File: config.mk
export PLATFORM = sky130hd
export DESIGN_NAME = acc_program_sequencer
export DESIGN_NICKNAME = d
export VERILOG_FILES = /design/src/rtl/acc_seq_pkg.sv /design/src/rtl/acc_program_sequencer_mem.sv /design/src/rtl/acc_program_sequencer.sv
export SDC_FILE = /design/constraint.sdc
export NUM_CORES = 1
export LEC_CHECK = 0
export BUFFER_PORTS_ARGS = -buffer_cell sky130_fd_sc_hd__buf_2
export CAP_MARGIN = 30
export CORE_MARGIN = 3
export CORE_UTILIZATION = 55
export CTS_BUF_LIST = sky130_fd_sc_hd__clkbuf_8 sky130_fd_sc_hd__clkbuf_16
export CTS_CLUSTER_SIZE = 25
export DETAILED_ROUTE_END_ITERATION = 12
export GPL_ROUTABILITY_DRIVEN = 0
export GPL_TIMING_DRIVEN = 0
export PLACE_DENSITY = 0.75
export SLEW_MARGIN = 25
export SYNTH_ARGS = -nofsm -noshare
export SYNTH_HDL_FRONTEND = slang
export SYNTH_SLANG_ARGS = --single-unit
File: constraint.sdc
create_clock -name clk -period 2.3 [get_ports clk]
set_clock_uncertainty 0.15 [all_clocks]
set_input_delay 0.23 -clock clk [delete_from_list [all_inputs] [get_ports clk]]
set_output_delay 0.23 -clock clk [all_outputs]
set_load 0.02 [all_outputs]
File: src/rtl/acc_seq_pkg.sv
// Opcode and state encodings shared by the program sequencer and the accumulator datapath.
package acc_seq_pkg;

    localparam logic [3:0] OP_NOP  = 4'd0;
    localparam logic [3:0] OP_ADD  = 4'd1;
    localparam logic [3:0] OP_SUB  = 4'd2;
    localparam logic [3:0] OP_AND  = 4'd3;
    localparam logic [3:0] OP_OR   = 4'd4;
    localparam logic [3:0] OP_NOT  = 4'd5;
    localparam logic [3:0] OP_JNZ  = 4'd6;
    localparam logic [3:0] OP_HALT = 4'd7;

    localparam logic [2:0] ST_IDLE   = 3'd0;
    localparam logic [2:0] ST_FETCH  = 3'd1;
    localparam logic [2:0] ST_EXEC   = 3'd2;
    localparam logic [2:0] ST_ISSUE  = 3'd3;
    localparam logic [2:0] ST_HALTED = 3'd4;

    typedef struct packed {
        logic [3:0] operand;
        logic [3:0] opcode;
    } instr_t;

    function automatic logic is_alu_op(input logic [3:0] op);
        return (op >= OP_ADD) && (op <= OP_NOT);
    endfunction

endpackage

File: src/rtl/acc_program_sequencer_mem.sv
// Program store: DEPTH x 8 RAM, one write port, one registered read port, contents survive reset.
module seq_prog_mem #(
    parameter int DEPTH = 16,
    parameter int AW    = 4
) (
    input  logic          clk_i,
    input  logic          we_i,
    input  logic [AW-1:0] waddr_i,
    input  logic [7:0]    wdata_i,
    input  logic          re_i,
    input  logic [AW-1:0] raddr_i,
    output logic [7:0]    rdata_o
);

    logic [7:0] mem_q [DEPTH];
    logic [7:0] rdata_q;

    always_ff @(posedge clk_i) begin
        if (we_i) begin
            mem_q[waddr_i] <= wdata_i;
        end
        if (re_i) begin
            rdata_q <= mem_q[raddr_i];
        end
    end

    assign rdata_o = rdata_q;

endmodule

File: src/rtl/acc_program_sequencer.sv
// Fetch/decode/issue sequencer for the accumulator datapath; NOP, JNZ and HALT are resolved locally.
// Optional SEQ_SINGLE_STEP_EN adds a `step` input gating FETCH -> EXEC.
module acc_program_sequencer
    import acc_seq_pkg::*;
#(
    parameter int DEPTH = 16,
    parameter int AW    = $clog2(DEPTH)
) (
    input  logic          clk,
    input  logic          rst,
`ifdef SEQ_SINGLE_STEP_EN
    input  logic          step,
`endif
    input  logic          load_valid,
    input  logic [7:0]    load_data,
    input  logic          start,
    output logic          cmd_valid,
    input  logic          cmd_ready,
    output logic [3:0]    cmd_op,
    output logic [3:0]    cmd_operand,
    input  logic          acc_zero,
    output logic [AW-1:0] pc,
    output logic          busy,
    output logic          halted
);

    logic [2:0]    state_q, state_d;
    logic [AW-1:0] pc_q, pc_d, pc_inc;
    logic [AW-1:0] wr_ptr_q, wr_ptr_d;
    logic          cmd_valid_q, cmd_valid_d;
    logic [3:0]    cmd_op_q, cmd_op_d;
    logic [3:0]    cmd_operand_q, cmd_operand_d;
    logic          halted_q, halted_d;
    logic [7:0]    rdata;
    instr_t        fetched;
    logic          idle_like, mem_we, mem_re, fetch_go;

    assign idle_like = (state_q == ST_IDLE) || (state_q == ST_HALTED);
    assign mem_we    = idle_like && load_valid;
    assign mem_re    = (state_q == ST_FETCH);
    assign fetched   = instr_t'(rdata);
    assign pc_inc    = pc_q + AW'(1);

`ifdef SEQ_SINGLE_STEP_EN
    assign fetch_go = step;
`else
    assign fetch_go = 1'b1;
`endif

    seq_prog_mem #(
        .DEPTH (DEPTH),
        .AW    (AW)
    ) u_mem (
        .clk_i   (clk),
        .we_i    (mem_we),
        .waddr_i (wr_ptr_q),
        .wdata_i (load_data),
        .re_i    (mem_re),
        .raddr_i (pc_q),
        .rdata_o (rdata)
    );

    always_comb begin
        state_d       = state_q;
        pc_d          = pc_q;
        wr_ptr_d      = wr_ptr_q;
        cmd_valid_d   = cmd_valid_q;
        cmd_op_d      = cmd_op_q;
        cmd_operand_d = cmd_operand_q;
        halted_d      = halted_q;
        case (state_q)
            ST_IDLE, ST_HALTED: begin
                // A load in the same cycle as start wins; start is dropped.
                if (load_valid) begin
                    wr_ptr_d = wr_ptr_q + AW'(1);
                end else if (start) begin
                    state_d  = ST_FETCH;
                    pc_d     = '0;
                    wr_ptr_d = '0;
                    halted_d = 1'b0;
                end
            end
            ST_FETCH: begin
                if (fetch_go) begin
                    state_d = ST_EXEC;
                end
            end
            ST_EXEC: begin
                if (is_alu_op(fetched.opcode)) begin
                    cmd_valid_d   = 1'b1;
                    cmd_op_d      = fetched.opcode;
                    cmd_operand_d = fetched.operand;
                    state_d       = ST_ISSUE;
                end else if (fetched.opcode == OP_JNZ) begin
                    pc_d    = acc_zero ? pc_inc : fetched.operand[AW-1:0];
                    state_d = ST_FETCH;
                end else if (fetched.opcode == OP_HALT) begin
                    halted_d = 1'b1;
                    state_d  = ST_HALTED;
                end else begin
                    pc_d    = pc_inc;
                    state_d = ST_FETCH;
                end
            end
            ST_ISSUE: begin
                if (cmd_ready) begin
                    cmd_valid_d = 1'b0;
                    pc_d        = pc_inc;
                    state_d     = ST_FETCH;
                end
            end
            default: state_d = ST_IDLE;
        endcase
    end

    always_ff @(posedge clk) begin
        if (rst) begin
            state_q       <= ST_IDLE;
            pc_q          <= '0;
            wr_ptr_q      <= '0;
            cmd_valid_q   <= 1'b0;
            cmd_op_q      <= '0;
            cmd_operand_q <= '0;
            halted_q      <= 1'b0;
        end else begin
            state_q       <= state_d;
            pc_q          <= pc_d;
            wr_ptr_q      <= wr_ptr_d;
            cmd_valid_q   <= cmd_valid_d;
            cmd_op_q      <= cmd_op_d;
            cmd_operand_q <= cmd_operand_d;
            halted_q      <= halted_d;
        end
    end

    assign cmd_valid   = cmd_valid_q;
    assign cmd_op      = cmd_op_q;
    assign cmd_operand = cmd_operand_q;
    assign pc          = pc_q;
    assign halted      = halted_q;
    assign busy        = (state_q == ST_FETCH) || (state_q == ST_EXEC) || (state_q == ST_ISSUE);

endmodule

### After elaboration in Yosys (flattened, before gate mapping)

Memories as Yosys holds them, arrays and structs flattened. A register that Yosys moved wholly into a read port is not among the register bits.
Cells that the tools add are included.

| storage, ports and cells | value |
|---|---|
| register bits | 21 |
| memory bits (writable) | 128 |
| input bits | 14 |
| word-level logic and storage cells | 70 |
| memories | 1 |

| operators by class | value |
|---|---|
| $add $sub $neg | 2 |
| magnitude comparators | 2 |
| equality and inequality tests | 14 |
| muxes and demuxes | 27 |
| reduce and logical (&&, ||, !) cells | 17 |

Memory list:

| name | words | width | read ports | clocked after Yosys merged registers in | wr ports | line | source |
|---|---|---|---|---|---|---|---|
| u_mem.mem_q | 16 | 8 | 1 | 1 | 1 | acc_program_sequencer_mem.sv:15 | `logic [7:0] mem_q [DEPTH];` |

Operators by type and width:

| kind | count |
|---|---|
| $mux W4 | 8 |
| $mux W3 | 6 |
| $ne A2 B2 Y1 const B | 7 |
| $pmux W3 S4 | 1 |
| $pmux W4 S3 | 1 |
| $reduce_and A6 Y1 | 2 |
| $mux W1 | 9 |
| $add A4 B1 Y4 const B | 2 |
| $eq A4 B3 Y1 const B | 2 |
| $eq A3 B2 Y1 const B | 2 |
| $reduce_and A3 Y1 | 2 |
| $reduce_bool A2 Y1 | 3 |
| $ge A4 B1 Y1 const B | 1 |
| $le A4 B3 Y1 const B | 1 |
| $pmux W1 S2 | 2 |
| $reduce_and A2 Y1 | 2 |
| $eq A3 B1 Y1 const B | 1 |
| $eq A3 B3 Y1 const B | 1 |
| $logic_not A3 Y1 | 1 |
| $logic_or A1 B1 Y1 | 3 |
| $ne A3 B3 Y1 const B | 1 |
| $reduce_bool A3 Y1 | 1 |
| $logic_and A1 B1 Y1 | 2 |
| $reduce_or A2 Y1 | 1 |

### Depth between registers and ports, before layout

Gate-level depths: netlist of the first run.

| logic depth | value |
|---|---|
| depth in word-level cells | 5 |
| gate-level depth with buffers | 7 |
| mapped depth without buffers | 5 |

### Modules after synthesis

A second synthesis of the first run with hierarchy kept.

| second synthesis, totals | value |
|---|---|
| cells, all modules | 350 |
| area, all modules | 6257.3 um^2 |

Modules (own cells, without submodules):

| module | instances | cells each | area each (um^2) | sequential area each (um^2) |
|---|---|---|---|---|
| seq_prog_mem | 1 | 229 | 5227.5 | 4083.9 |
| acc_program_sequencer | 1 | 121 | 1029.7 | 420.4 |

### Worst setup path before layout of the first run

Ideal clock, no wire load.

| timing path | value |
|---|---|
| kind | flip-flop to flip-flop |
| from | register state_q[0] |
| to | memory u_mem.mem_q[3][0], enable pin |
| library setup time | 0.383 ns |
| data arrival time | 1.702 ns |
| required time | 1.767 ns |
| slack | 0.064 ns |
| stages on the path, launching flop included | 7 |
| buffers on the path | 2 |
| cell sequence | dfxtp_1 buf_6 nor2_1 and2_2 clkbuf_1 nand2_1 nor3_1 |

| between the ends | value |
|---|---|
| cells in the longest elaborated chain, start to end | 5 |

Ends and longest elaborated chain:

| item | line | source |
|---|---|---|
| start: declaration | acc_program_sequencer.sv:27 | `logic [2:0] state_q, state_d;` |
| start signal: assignment | acc_program_sequencer.sv:126 | `state_q <= state_d;` |
| $eq A3 B3 Y1 or $logic_not A3 Y1 (tied branches) | acc_program_sequencer.sv:38 | `assign idle_like = (state_q == ST_IDLE) \|\| (state_q == ST_HALTED);` |
| $logic_or A1 B1 Y1 (*) | acc_program_sequencer.sv:38 |  |
| $logic_and A1 B1 Y1 (*) | acc_program_sequencer.sv:39 | `assign mem_we = idle_like && load_valid;` |
| $mux W1 (*) | acc_program_sequencer_mem.sv:19 | `if (we_i) begin` |
| $mux W1 (not written as such) (*) | acc_program_sequencer_mem.sv:20 | `mem_q[waddr_i] <= wdata_i;` |
| end: declaration | acc_program_sequencer_mem.sv:15 |  |

Mark *: on every way between the ends. The rest lies on a longest branch, timed or not.

==> results.cfg, run 1 <==
[final_layout]
drive_gt1_frac = 0.349
area_delta_synth_final_pct = 21.2
fin_cells = 576
finalNetCount = 442
antenna_cells = 0
fillers = 671

[clocking]
clock_sinks = 157
h-tree-depth = 4
clk_pin_slew_ns = 0.07
cts_tree = done
clockBufferDepth = 2
numCtsBuffers = 17
clk_latency_ns = 0.43
clockRootBuffer = clkbuf_16

[synthesis]
ys_warn_count = 0
synth_nets = 380
ys.flop_type = edfxtp_1
async_reset_ff_frac = 0
ys_seq_area_frac = 0.709
syn_inst = 361
syn_area_mm2 = 0.00635
synth_cell_type_count = 46
synth-edff-count = 136
syn_area_per_cell_um2 = 17.6
yosys_register_bits = 157

[die]
num_rows = 38
die_w_um = 113
io_pins = 29
core_area_mm2 = 0.0111
dieArea_mm2 = 0.0129
die_y_um = 113
start_util = 0.573

[setup_path]
cp_cell_sequence = buf_6 -> buf_4 -> mux4_2 -> nor2b_1 -> a211oi_1 -> a21oi_1
cpMaxStageDelayCell = mux4_2
r2r_end = u_mem.rdata_o[2]
reg2reg_from = pc[0]
worstSetupPathType = reg -> reg
worst_setup_path_end_kind = register
slowest_delay_ns = 0.49
reg2reg_setup_slack_ns = 0.06
cp.arrival_ns = 2.25
crit_required_ns = 2.31
cp_max_fo = 8
cpLargestDelayFamily = multiplexers
crit_buf_inv = 2
reg2reg_depth = 6
critPathLaunchType = register
path_depth = 6

[global_route]
grt_first_pass_wirelength_um = 20000
grt_max_degree = 17
gr-usage-all-layers = 0.215
grt_pass1_vias = 3573
overflow = 0
antenna_found_initial = 0

[drt]
drcViolationCount = 0
route.met2.wl_um = 6760
vias = 3500
wl_per_cell_um = 23.3
drtIter0Drc = 387
vias_per_cell = 6.08
wl_met1_um = 5470
highest_layer = met4
drt_first_pass_iters = 4
wirelength_um = 13400
routed-wl-met3_um = 805
drtAntennaViolNets = 0

[pwr]
intPower_mw = 5.19
cellPowerDensity_mw_per_mm2 = 848
combPwrFrac = 0.049
clock_power_share = 0.468
seq_power_share = 0.484
power.net_switching_mw = 1.34
swShare = 0.205
p_leak_nw = 2.49
irDropWorstVdd_uv = 531

[hold_path]
whs_path_depth = 4
worstHoldPathType = in -> reg
min_from = start
hold_end = state_q[2]

[sta]
setup_viol = 0
worstMarginPinSlew_ns = 0.723
max_freq_mhz = 446
hold_viol = 0
slew_headroom = 0.516
post-route-min-period_ns = 2.24
fin_crit_sh = 0.974
tns_ns = 0
drv_slew = 0
hold_ws_ns = 0.0215

[place]
numPlacedInstances = 529
port_buffers = 28
dp_hpwl_um = 8050

[status]
status = complete, no violations

[job]
cap_violations = 0
==> power by group through the flow <==
| stage | clock (mW) | combinational, mW | sequential (mW) |
|---|---|---|---|
| 5_1_grt | 3.20 | 0.342 | 3.16 |
| 3_5_place_dp | 0 | 0.271 | 3.22 |
| 6_report | 3.05 | 0.318 | 3.16 |
| 3_3_place_gp | 0 | 0.262 | 3.22 |
| 2_1_floorplan | 0 | 0.168 | 3.22 |
| 4_1_cts | 3.06 | 0.304 | 3.16 |
==> layout by cell type (no fill, tap or decap), types with 8 or more instances in the layout <==
cell / count
edfxtp_1: 136
buf_2: 33
mux4_2: 32
nor2_1: 22
dfxtp_1: 21
mux2i_1: 17
clkbuf_16: 17
a21oi_1: 13
nand2_1: 12
nor2_4: 12
buf_4: 10
nor2b_1: 9
buf_12: 8
==> worst min-delay path: stages <==
cell and delay, ns:
buf_2 0.11, nand2b_4 0.06, nand3_1 0.07, a21oi_1 0.07
==> metrics by stage <==
step	power [mW]	instance area (µm²)	setup slack, ns	utilization
3_3_place_gp	3.48	6660	-0.526	0.602
6_report	6.53	7690	0.0593	0.694
4_1_cts	6.52	7550	-0.141	0.682
5_1_grt	6.70	7690	-0.0347	0.694
2_1_floorplan	3.39	6350	0.0643	-
3_5_place_dp	3.49	6690	-0.356	0.604
==> layout make-up <==
type / instances / area, µm² / share of cell area
Timing Repair Buffer: 45 / 373 / 0.0485
Sequential cell: 157 / 4500 / 0.585
Tap cell: 140 / 175 / 0.0228
Inverter: 3 / 11.3 / 0.00146
Buffer: 20 / 133 / 0.0172
Clock buffer: 17 / 425 / 0.0553
Multi-Input combinational cell: 179 / 1850 / 0.241
Clock inverter: 15 / 220 / 0.0286
==> state kept, by name (all words and copies together) (netlist names) <==
name,count
u_mem.mem_q,128
u_mem.rdata_o,8
cmd_op,4
cmd_operand,4
pc,4
wr_ptr_q,4
state_q,3
cmd_valid,1
halted,1
==> Yosys cell counts, types with 5 or more instances <==
library cell / instances / area [µm²]
edfxtp_1: 136 / 4080
nor2_1: 34 / 128
mux4_2: 32 / 721
dfxtp_1: 21 / 420
mux2i_1: 17 / 170
nand2_1: 16 / 60.1
a21oi_1: 13 / 65.1
nor2b_1: 9 / 56.3
clkbuf_1: 8 / 30.0
nor3_1: 7 / 35.0
a211oi_1: 6 / 45.0
buf_2: 5 / 25.0
ha_1: 5 / 62.6
==> cells by family (layout without fill, tap and decap cells) <==
group | count (synthesis) | in the layout | share of synthesized area
XOR/XNOR | 2 | 2 | 0.00276
flip-flops | 157 | 157 | 0.709
AO/OA/AOI/OAI | 40 | 40 | 0.0475
adder cells (fa/ha/maj) | 5 | 5 | 0.00985
buffers and inverters | 25 | 100 | 0.0225
AND/OR/NAND/NOR | 82 | 82 | 0.0658
multiplexers | 50 | 50 | 0.142
==> worst max path at each step <==
stage	from	endpoint	slack [ns]
after CTS	state_q[0]	u_mem.mem_q[11][6]	-0.14
after global routing	pc[0]	u_mem.rdata_o[2]	-0.03
after global placement	state_q[0]	u_mem.mem_q[3][3]	-0.53
after detailed placement	state_q[0]	u_mem.mem_q[10][4]	-0.36
after floorplan	state_q[0]	u_mem.mem_q[3][0]	0.06
final	pc[0]	u_mem.rdata_o[2]	0.06
==> metal layers <==
metal / vias up / global-route usage
li1: 1542 / -
met1: 1784 / 0.281
met2: 143 / 0.337
met3: 31 / 0.0674
met4: 0 / 0.0954
met5: - / 0
==> what timing repair did <==
action,in CTS,in global routing
pin swaps,4,5
endpoints found under the setup margin,130,134
buffers inserted,6,9
gates resized for setup,26,9
hold buffers,2,0
endpoints found under the hold margin,3,0
cloned,0,0
No activity file was read; power rests on OpenSTA's default activity.
==> run 2: changes to the inputs <==
Settings changed: CELL_PAD_IN_SITES_DETAIL_PLACEMENT set to 1, CELL_PAD_IN_SITES_GLOBAL_PLACEMENT set to 1, CORE_UTILIZATION 55 to 47, PLACE_DENSITY 0.75 to not set, PLACE_DENSITY_LB_ADDON set to 0.1.
==> run 2 against run 1 <==
  * Core utilization fell by 11 points
  * Sequential power barely moved
  * Clock power fell by 16%
  * Highest routed layer unchanged
==> results.cfg, run 2 (synthesis results as in run 1) <==
[drt]
drtAntennaViolNets = 0
vias = 3333
drcViolationCount = 0
drt_first_pass_iters = 5
wirelength_um = 14000
vias_per_cell = 5.51
drtIter0Drc = 282
wl_per_cell_um = 23.1

[sta]
max_freq_mhz = 440
fin_crit_sh = 0.989
post-route-min-period_ns = 2.28
hold_viol = 0
hold_ws_ns = 0.0497
slew_headroom = 0.554
drv_slew = 0
worstMarginPinSlew_ns = 0.666
setup_viol = 0
tns_ns = 0

[job]
cap_violations = 0

[setup_path]
cp.arrival_ns = 2.27
crit_required_ns = 2.29
cp_max_fo = 6
critPathLaunchType = register
worstSetupPathType = reg -> reg
worst_setup_path_end_kind = register

[final_layout]
fillers = 1192
area_delta_synth_final_pct = 19.2
multi_input_comb_area_mm2 = 0.00187
top_register = u_mem.mem_q
antenna_cells = 0
drive_gt1_frac = 0.339
regArea_mm2 = 0.00450
largest_reg_flops = 128
finalNetCount = 439
layout_commonest_cell = edfxtp_1
layout_common_cells = edfxtp_1, buf_2, mux4_2

[clocking]
clock_sinks = 157
cts_tree = done
clockBufferDepth = 2
clk_latency_ns = 0.42
clockRootBuffer = clkbuf_16
h-tree-depth = 4
clk_pin_slew_ns = 0.06
numCtsBuffers = 17

[pwr]
cellPowerDensity_mw_per_mm2 = 797
p_leak_nw = 2.42
irDropWorstVdd_uv = 500

[global_route]
overflow = 0
grt_pass1_vias = 3576
grt_first_pass_wirelength_um = 21400
antenna_found_initial = 0
grt_max_degree = 17
gr-usage-all-layers = 0.202

[die]
die_w_um = 122
io_pins = 29
start_util = 0.491
dieArea_mm2 = 0.0149
die_y_um = 122
num_rows = 41
core_area_mm2 = 0.0129

[place]
port_buffers = 28
dp_hpwl_um = 8780

[hold_path]
worstHoldPathType = in -> reg

[status]
status = complete, no violations
run 2: cell count changes in the layout (fill, tap and decap cells not counted), sizes merged:
cell,change
buf,-4
bufinv,-4
clkinv,+3
dlygate4sd3,+1
inv,+1
run 2: cell type report:
| cell class | count | share of cell area |
|---|---|---|
| plain buffers | 20 | 0.0175 |
| clock buffers | 17 | 0.0562 |
| clock inverters | 15 | 0.0144 |
| inverters | 3 | 0.00149 |
| multi-input cells | 179 | 0.247 |
| flip-flops and latches | 157 | 0.595 |
| well taps | 172 | 0.0284 |
| repair buffers | 42 | 0.0400 |
run 2: final timing paths:
kind	end	startpoint	cells past startpoint	slack, ns
worst max register to register	u_mem.rdata_o[0]	pc[0]	6	0.02
worst min-delay path	state_q[1]	cmd_ready	4	0.05
worst max-delay path	u_mem.rdata_o[0]	pc[0]	6	0.02
worst min register to register	halted	halted	2	0.31
run 2: repair_timing:
| action | CTS | global route |
|---|---|---|
| gates resized for setup | 25 | 14 |
| pin swaps | 2 | 1 |
| hold buffers | 3 | 0 |
| hold endpoints to repair | 4 | 0 |
| buffers inserted | 6 | 5 |
| setup endpoints to repair | 133 | 135 |
run 2: power breakdown:
group | switching, mW | internal, mW | total [mW] | leakage, nW
Combinational | 0.197 | 0.131 | 0.328 | 0.760
Clock | 1.09 | 1.46 | 2.55 | 0.265
Sequential | 0.0197 | 3.14 | 3.16 | 1.40
run 2: per-layer routing:
| metal | wire, µm | GRT usage | vias up |
|---|---|---|---|
| met4 | 242 | 0.0840 | 0 |
| met1 | 6240 | 0.274 | 1723 |
| met5 | 0 | 0 | - |
| met2 | 7020 | 0.322 | 57 |
| met3 | 455 | 0.0410 | 17 |
| li1 | - | - | 1536 |
run 2: critical path, cell delays in order, from the launching register on:
cell,delay (ns)
dfxtp_1,0.41
buf_6,0.16
buf_4,0.15
mux4_2,0.51
nor2b_1,0.15
a211oi_1,0.39
a21oi_1,0.09
run 2: metrics by stage:
step | utilization | power, mW | setup WS, ns | cell area (µm²) | cells
floorplan | - | 3.39 | 0.0643 | 6350 | 361
global placement | 0.519 | 3.49 | -0.680 | 6700 | 561
detailed placement | 0.521 | 3.50 | -0.311 | 6730 | 561
CTS | 0.578 | 6.08 | -0.144 | 7470 | 602
global route | 0.585 | 6.23 | -0.0154 | 7570 | 605
finish | 0.585 | 6.03 | 0.0250 | 7570 | 605
==> run 3: changes to the inputs <==
Settings changed: CORE_UTILIZATION 47 to 52.
Clock period 2.3 ns to 2.2 ns, I/O delays scaled along.
==> run 3 against run 2 <==
  * Combinational power rose by 5%
  * Critical endpoint is now u_mem.rdata_o[1]
  * Die area fell by 9.1%
  * Critical path depth fell by 1
  * Hold slack got worse by 0.026 ns
  * Largest power group unchanged
  * Core utilization rose by 6.3 points
  * Highest routed layer unchanged
  * Power rose by 7.4%
  * First-iteration DRC count fell by 13%
  * Cell count fell by 6.0%
  * Wire length rose by 0.17%
  * Non-clock buffer count fell by 7
==> results.cfg, run 3 (synthesis results as in run 1) <==
[final_layout]
fillers = 998
final_area_mm2 = 0.00756
layout_commonest_cell = edfxtp_1
area_delta_synth_final_pct = 19.0
regArea_mm2 = 0.00451
largest_reg_flops = 128
drive_gt1_frac = 0.350
top_register = u_mem.mem_q
layout_common_cells = edfxtp_1, buf_2, mux4_2
multi_input_comb_area_mm2 = 0.00188
finalNetCount = 432
antenna_cells = 0

[sta]
fin_crit_sh = 0.971
setup_viol = 0
rsz0062_at_grt = false
tns_ns = 0
hold_viol = 0
post-route-min-period_ns = 2.14
worstMarginPinSlew_ns = 0.717
max_freq_mhz = 468
slew_headroom = 0.520
drv_slew = 0

[pwr]
p_leak_nw = 2.42
power.net_switching_mw = 1.40
seq_power_share = 0.510
combPwrFrac = 0.053
irDropWorstVdd_uv = 696
intPower_mw = 5.08
cellPowerDensity_mw_per_mm2 = 857
clock_power_share = 0.437
swShare = 0.216

[clocking]
clk_pin_slew_ns = 0.06
cts_tree = done
h-tree-depth = 4
clockBufferDepth = 2
clockRootBuffer = clkbuf_16
clk_latency_ns = 0.43
clock_sinks = 157
numCtsBuffers = 17

[die]
core_area_mm2 = 0.0117
num_rows = 39
die_w_um = 116
io_pins = 29
die_y_um = 116
start_util = 0.544
dieArea_mm2 = 0.0136

[setup_path]
crit_required_ns = 2.20
reg2reg_setup_slack_ns = 0.06
slowest_delay_ns = 0.52
worst_setup_path_end_kind = register
cpLargestDelayFamily = multiplexers
cp.arrival_ns = 2.14
crit_buf_inv = 2
cpMostUsedCell = buf_12
r2r_end = u_mem.rdata_o[1]
reg2reg_from = pc[0]
critPathLaunchType = register
reg2reg_depth = 5
cp_cell_sequence = buf_12 -> buf_12 -> mux4_2 -> a211oi_1 -> a21oi_1
cp_max_fo = 10
cpMaxStageDelayCell = mux4_2
worstSetupPathType = reg -> reg

[global_route]
grt_pass1_vias = 3541
grtUsageMet1 = 0.314
met3_usage = 0.0544
overflow = 0
gr-usage-all-layers = 0.230
use_met2 = 0.370
grt_first_pass_wirelength_um = 21700
antenna_found_initial = 0
grt_max_degree = 17
grt_busiest_layer = met2

[drt]
drtAntennaViolNets = 0
wirelength_um = 14000
wl_per_cell_um = 24.6
vias = 3349
drcViolationCount = 0
vias_per_cell = 5.89
drtIter0Drc = 246
drt_first_pass_iters = 5

[hold_path]
min_from = cmd_ready
worstHoldPathType = in -> reg
hold_end = state_q[1]
whs_path_depth = 4

[job]
cap_violations = 0

[status]
status = complete, no violations

[place]
placed_area_mm2 = 0.00669
port_buffers = 28
dp_hpwl_um = 8990
run 3: changes by cell type in the layout (fill, tap and decap cells not counted), sizes merged:
cell      before  now
bufinv         1    2
clkinv        10    6
buf           52   45
clkinvlp       2    4
inv            5    6
run 3: metal layers:
layer  wire, µm  vias up
met3        681       17
li1           -     1521
met5          0        -
met4        226        0
met1       6060     1726
met2       7010       85
run 3: area by class of cell:
class	count	area share
timing repair buffer	35	0.0331
multi-input combinational	179	0.249
buffer	20	0.0204
inverter	3	0.00149
clock inverter	15	0.0200
sequential	157	0.597
clock buffer	17	0.0563
tap	143	0.0237
run 3: power groups by stage:
stage                     Combinational [mW]  Clock, mW  Sequential (mW)
after global routing                   0.375       2.99             3.31
after global placement                 0.286          0             3.36
final                                  0.344       2.83             3.30
after detailed placement               0.298          0             3.37
after CTS                              0.344       2.87             3.30
after floorplan                        0.176          0             3.36
run 3: what timing repair did:
| item | CTS | global route |
|---|---|---|
| endpoints found under the hold margin | 4 | 0 |
| hold buffers | 3 | 0 |
| pin swaps | 5 | 0 |
| setup buffers | 4 | 0 |
| setup endpoints to repair | 136 | 9 |
| resized for setup | 42 | 9 |
| gates cloned | 0 | 0 |
run 3: per-stage QoR:
stage          total power [mW]  utilization  instances  setup WS, ns  hold slack (ns)
4_1_cts                    6.52        0.646        569       0.00537           0.0135
3_5_place_dp               3.66        0.574        532        -0.393            0.273
5_1_grt                    6.67        0.648        569       0.00134           0.0394
3_3_place_gp               3.65        0.573        532        -0.597            0.264
6_report                   6.48        0.648        569        0.0637           0.0240
2_1_floorplan              3.54            -        361       -0.0338            0.146
run 3: worst max path at each step:
| stage | from | endpoint | slack, ns | cells after the start |
|---|---|---|---|---|
| after detailed placement | state_q[0] | u_mem.mem_q[15][2] | -0.39 | 6 |
| final | pc[0] | u_mem.rdata_o[1] | 0.06 | 5 |
| after global placement | state_q[0] | u_mem.mem_q[1][7] | -0.60 | 6 |
| after CTS | pc[0] | u_mem.rdata_o[4] | 0.005 | 6 |
| after global routing | pc[0] | u_mem.rdata_o[6] | 0.001 | 6 |
| after floorplan | state_q[0] | u_mem.mem_q[0][0] | -0.03 | 6 |
run 3: worst reg2reg max path, stage by stage (launching register included):
cell,delay [ns]
dfxtp_4,0.39
buf_12,0.15
buf_12,0.16
mux4_2,0.52
a211oi_1,0.42
a21oi_1,0.08
